==> config.mk <==
export PLATFORM = sky130hd
export DESIGN_NAME = coin_key_filter
export DESIGN_NICKNAME = d
export VERILOG_FILES = /design/src/rtl/coin_key_filter.sv
export SDC_FILE = /design/constraint.sdc
export NUM_CORES = 1
export LEC_CHECK = 0
export CAP_MARGIN = 5
export CORE_MARGIN = 2
export CORE_UTILIZATION = 30
export CTS_CLUSTER_DIAMETER = 80
export DETAILED_ROUTE_END_ITERATION = 10
export PLACE_DENSITY = 0.5
export SLEW_MARGIN = 20
export SYNTH_ARGS = -nofsm -noshare
export SYNTH_HDL_FRONTEND = slang
export SYNTH_SLANG_ARGS = --single-unit
==> constraint.sdc <==
create_clock -name sys_clk -period 1.8 [get_ports sys_clk]
set_input_delay 0.36 -clock sys_clk [delete_from_list [all_inputs] [get_ports sys_clk]]
set_output_delay 0.36 -clock sys_clk [all_outputs]
set_load 0.1 [all_outputs]
==> src/rtl/coin_key_filter.sv <==
// coin_key_filter
//   Conditions the two raw, bouncing, active-low coin-slot keys of the
//   vending machine. Each key is synchronised and debounced on its own;
//   every accepted press gives exactly one single-cycle pulse. The two
//   output pulses never overlap: when both keys are accepted on the same
//   edge the 1-unit pulse goes first and the 0.5-unit pulse follows on
//   the next cycle.
//
//   Ports
//     sys_clk        in   system clock, rising edge
//     sys_rst_n      in   asynchronous active-low reset
//     key_half_in    in   raw 0.5-unit coin key, active-low, asynchronous
//     key_one_in     in   raw 1-unit coin key, active-low, asynchronous
//     po_money_half  out  one-cycle pulse per accepted 0.5-unit coin
//     po_money_one   out  one-cycle pulse per accepted 1-unit coin
//
//   CNT_MAX: the debounce window is CNT_MAX+1 stable cycles (2..20'hFFFFF).

module coin_key_debounce #(
   parameter logic [19:0] CNT_MAX = 20'd999_999
) (
   input  logic sys_clk,
   input  logic sys_rst_n,
   input  logic key,
   output logic press
);

   localparam logic [1:0] IDLE        = 2'd0;
   localparam logic [1:0] FILTER_DOWN = 2'd1;
   localparam logic [1:0] DOWN        = 2'd2;
   localparam logic [1:0] FILTER_UP   = 2'd3;

   logic        key_meta;
   logic        key_s;
   logic [1:0]  state;
   logic [1:0]  state_nxt;
   logic [19:0] cnt;
   logic [19:0] cnt_nxt;

   // Two-flop synchroniser; resets to "released".
   always_ff @(posedge sys_clk or negedge sys_rst_n) begin
      if (!sys_rst_n) begin
         key_meta <= 1'b1;
         key_s    <= 1'b1;
      end else begin
         key_meta <= key;
         key_s    <= key_meta;
      end
   end

   // The counter is cleared on every state change and stops at CNT_MAX,
   // so it can never wrap.
   always_comb begin
      state_nxt = state;
      cnt_nxt   = cnt;
      press     = 1'b0;
      case (state)
         IDLE: begin
            if (!key_s) begin
               state_nxt = FILTER_DOWN;
               cnt_nxt   = '0;
            end
         end
         FILTER_DOWN: begin
            if (key_s) begin
               state_nxt = IDLE;
               cnt_nxt   = '0;
            end else if (cnt == CNT_MAX) begin
               state_nxt = DOWN;
               cnt_nxt   = '0;
               press     = 1'b1;
            end else begin
               cnt_nxt = cnt + 20'd1;
            end
         end
         DOWN: begin
            if (key_s) begin
               state_nxt = FILTER_UP;
               cnt_nxt   = '0;
            end
         end
         FILTER_UP: begin
            if (!key_s) begin
               state_nxt = DOWN;
               cnt_nxt   = '0;
            end else if (cnt == CNT_MAX) begin
               state_nxt = IDLE;
               cnt_nxt   = '0;
            end else begin
               cnt_nxt = cnt + 20'd1;
            end
         end
         default: begin
            state_nxt = IDLE;
            cnt_nxt   = '0;
         end
      endcase
   end

   always_ff @(posedge sys_clk or negedge sys_rst_n) begin
      if (!sys_rst_n) begin
         state <= IDLE;
         cnt   <= '0;
      end else begin
         state <= state_nxt;
         cnt   <= cnt_nxt;
      end
   end

endmodule

module coin_key_filter #(
   parameter logic [19:0] CNT_MAX = 20'd999_999
) (
   input  logic sys_clk,
   input  logic sys_rst_n,
   input  logic key_half_in,
   input  logic key_one_in,
   output logic po_money_half,
   output logic po_money_one
);

   logic half_evt;
   logic one_evt;
   logic half_pend;

   coin_key_debounce #(.CNT_MAX(CNT_MAX)) u_half (
      .sys_clk   (sys_clk),
      .sys_rst_n (sys_rst_n),
      .key       (key_half_in),
      .press     (half_evt)
   );

   coin_key_debounce #(.CNT_MAX(CNT_MAX)) u_one (
      .sys_clk   (sys_clk),
      .sys_rst_n (sys_rst_n),
      .key       (key_one_in),
      .press     (one_evt)
   );

   // The 1-unit event always wins the cycle; a colliding 0.5-unit event is
   // held for one cycle. A second half event cannot arrive while it waits
   // because the debounce window is at least three cycles long.
   always_ff @(posedge sys_clk or negedge sys_rst_n) begin
      if (!sys_rst_n) begin
         po_money_one  <= 1'b0;
         po_money_half <= 1'b0;
         half_pend     <= 1'b0;
      end else begin
         po_money_one  <= one_evt;
         po_money_half <= (half_evt | half_pend) & ~one_evt;
         half_pend     <= half_evt & one_evt;
      end
   end

endmodule

==> flow_summary.json <==
{
  "place_inst": 430,
  "final_common_cell": "dfrtp_1",
  "setup_violations": 5,
  "synth_seq_cells": 51,
  "antenna-diode-count": 0,
  "status": "finished with violations",
  "dieArea_sq_um": 9497,
  "synth_cell_types": 44,
  "powerDensity_nw_per_um2": 1094,
  "violations": "negative setup slack",
  "mostFrequentLayoutCells": "dfrtp_1, buf_4, nand2_1",
  "cts_made_buffers": 5,
  "syn-cell-area_sq_um": 2620,
  "vias": 2334,
  "power.total_mw": 3.802,
  "io_pins": 6,
  "path_clk_slew_ns": 0.10,
  "drtAntennaViolNets": 0,
  "hold_violations": 0,
  "r2r_start": "u_one.cnt[12]$_DFFE_PN0P_",
  "synthDominantCellAreaShare_pct": 44.89,
  "grt_pass1_vias": 2212,
  "area_growth_syn_to_layout_pct": 32.66,
  "timing.rr.end": "u_one.cnt[3]$_DFFE_PN0P_",
  "clk_path_buf_depth": 2,
  "crit_type": "register to register",
  "finalWeightedCongestion": 0.8084,
  "grt_overflow": 0,
  "drv_slew": 0,
  "rr_worst_depth": 6,
  "cts_num_sinks": 51,
  "rsz0062_at_grt": "yes",
  "drv_cap": 0,
  "p_leak_nw": 1.498,
  "synthCells": 277,
  "tightest_slew_ns": 0.5770,
  "synth_fp_nets": 283,
  "cts-root-buf": "clkbuf_8",
  "viasPerCell": 5.269,
  "startpoint_type": "register",
  "drtIter0Drc": 157,
  "dpl.hpwl_um": 4345,
  "die_h_um": 97.45,
  "slew_headroom_pct": 61.49,
  "fin_skew_ns": 0.005491,
  "wirelength_um": 6409,
  "synth_edf_count": 0,
  "arrival_ns": 2.07,
  "endpoint_kind": "register",
  "seq_area_frac_synth_pct": 48.90,
  "stdcell_count": 443,
  "setup_ws_ns": -0.06938,
  "fillers": 865,
  "finalCritPeriodShare_pct": 103.9,
  "max_freq_ghz": 0.5349,
  "initial_core_util_pct": 30.49,
  "insertion_delay_ns": 0.31,
  "period_needed_ns": 1.869,
  "cts_tree": "yes",
  "dominantRegCellSynth": "dfrtp_1",
  "synthArstFlopShare_pct": 100.0,
  "hold_class": "input pin to asynchronous set/reset pin",
  "finalNetCount": 340,
  "crit_fanout": 9,
  "die_w_um": 97.45,
  "r2r_setup_slack_ns": -0.07,
  "ir_worst_vdd_mv": 0.7875,
  "yosys.area.top_type": "dfrtp_1",
  "drc_errors": 0,
  "grt_first_pass_wirelength_um": 10810,
  "synth_area_leaders": "dfrtp_1, a31oi_1, nand2_1",
  "ys_warn_count": 0,
  "core_area_sq_um": 8593,
  "first_pass_iters": 4,
  "grt_util_all_layers_pct": 13.88,
  "postCtsHoldBufs": 0,
  "port_buffers": 5,
  "syn_area_per_cell_sq_um": 9.459,
  "utilization_pct": 40.45,
  "grt_start_max_net_pins": 52,
  "routedWlPerCell_um": 14.47,
  "worstSetupStartpoint": "u_one.cnt[12]$_DFFE_PN0P_",
  "antenna_found_initial": 0,
  "final_layout_size_suffix_gt1_share_pct": 29.85,
  "required_ns": 2.00,
  "num_rows": 34,
  "h-tree-depth": 2
}
[cells by family (layout without fill, tap and decap cells)]
group	count (synthesis)	after routing	synth area share (%)
buf+inv	17	75	2.770
simple gates	111	111	23.78
mux	1	1	0.3821
flops	51	51	48.90
fa+ha+maj	2	2	0.9550
xor+xnor	5	5	1.671
compound gates	90	90	21.54
[cell type report]
type                       instances  area (sq um)  share of cell area, %
tap                              108         135.1                  3.888
inverter                           7         26.28                 0.7559
clock inverter                     2         35.03                  1.008
timing repair buffer              60         540.5                  15.55
multi-input combinational        209          1375                  39.56
sequential                        51          1281                  36.86
clock buffer                       6         82.58                  2.376
[worst max-delay path: stages, from the launching register on]
cell and delay [ns]:
dfrtp_1 0.41, nor4_2 0.33, nand4_1 0.20, o31a_1 0.34, buf_6 0.16, a21o_1 0.15, a22o_1 0.18
[state kept, by name, summed over array words and instances, names as in the netlist, named ones only]
register         cells
u_half.cnt          20
u_one.cnt           20
half_pend            1
po_money_half        1
po_money_one         1
u_half.key_meta      1
u_half.key_s         1
u_half.state         1
u_one.key_meta       1
u_one.key_s          1
u_one.state          1
[through the flow]
step / instance area [sq um] / hold slack [ns] / TNS (ns) / setup slack (ns)
6_report: 3476 / 0.03363 / -0.2107 / -0.06938
5_1_grt: 3476 / 0.05488 / -1.816 / -0.1488
4_1_cts: 3332 / 0.04536 / -0.1238 / -0.04586
3_5_place_dp: 3174 / 0.3478 / -0.4923 / -0.1220
3_3_place_gp: 3174 / 0.3470 / -0.4600 / -0.1154
2_1_floorplan: 2620 / 0.06441 / 0 / 0.03253
[where the power goes]
| group | switching [mW] | total (mW) | leakage, nW | internal [mW] |
|---|---|---|---|---|
| logic | 0.855 | 1.59 | 0.749 | 0.735 |
| registers | 0.105 | 1.36 | 0.688 | 1.25 |
| clock network | 0.402 | 0.853 | 0.0612 | 0.451 |
[worst max-delay path by stage]
stage	end	slack (ns)
2_1_floorplan	u_one.cnt[18]$_DFFE_PN0P_	0.03
3_3_place_gp	u_one.cnt[13]$_DFFE_PN0P_	-0.12
3_5_place_dp	u_one.cnt[3]$_DFFE_PN0P_	-0.12
4_1_cts	u_one.cnt[3]$_DFFE_PN0P_	-0.05
5_1_grt	u_one.cnt[9]$_DFFE_PN0P_	-0.15
6_report	u_one.cnt[3]$_DFFE_PN0P_	-0.07
[cell usage after synthesis, types with 4 or more instances]
cell type  instances
o21ai_0           21
nand4_1           11
a21oi_1           19
dfrtp_1           47
nand2b_1           5
and4_1             4
a31oi_1           23
and3_1             8
inv_1              7
xnor2_1            4
a22o_1             4
nor2_1            11
a21o_1             6
or3_1              5
buf_2              7
nand2_1           35
dfstp_2            4
nand3_1           10
nor3_1             5
[metal layers]
metal / vias up / routed length (um) / global-route usage [%]
li1: 1160 / - / -
met1: 1136 / 3280 / 20.43
met2: 32 / 2871 / 21.06
met3: 6 / 176 / 2.230
met4: 0 / 81 / 4.167
met5: - / 0 / 0
[what timing repair did]
action	4_1_cts	5_1_grt
buffers inserted	2	1
pin swaps	5	7
setup endpoints to repair	23	31
gates cloned	0	2
resized for setup	6	27
endpoints found under the hold margin	0	0
(Power assumes the default switching activity.)
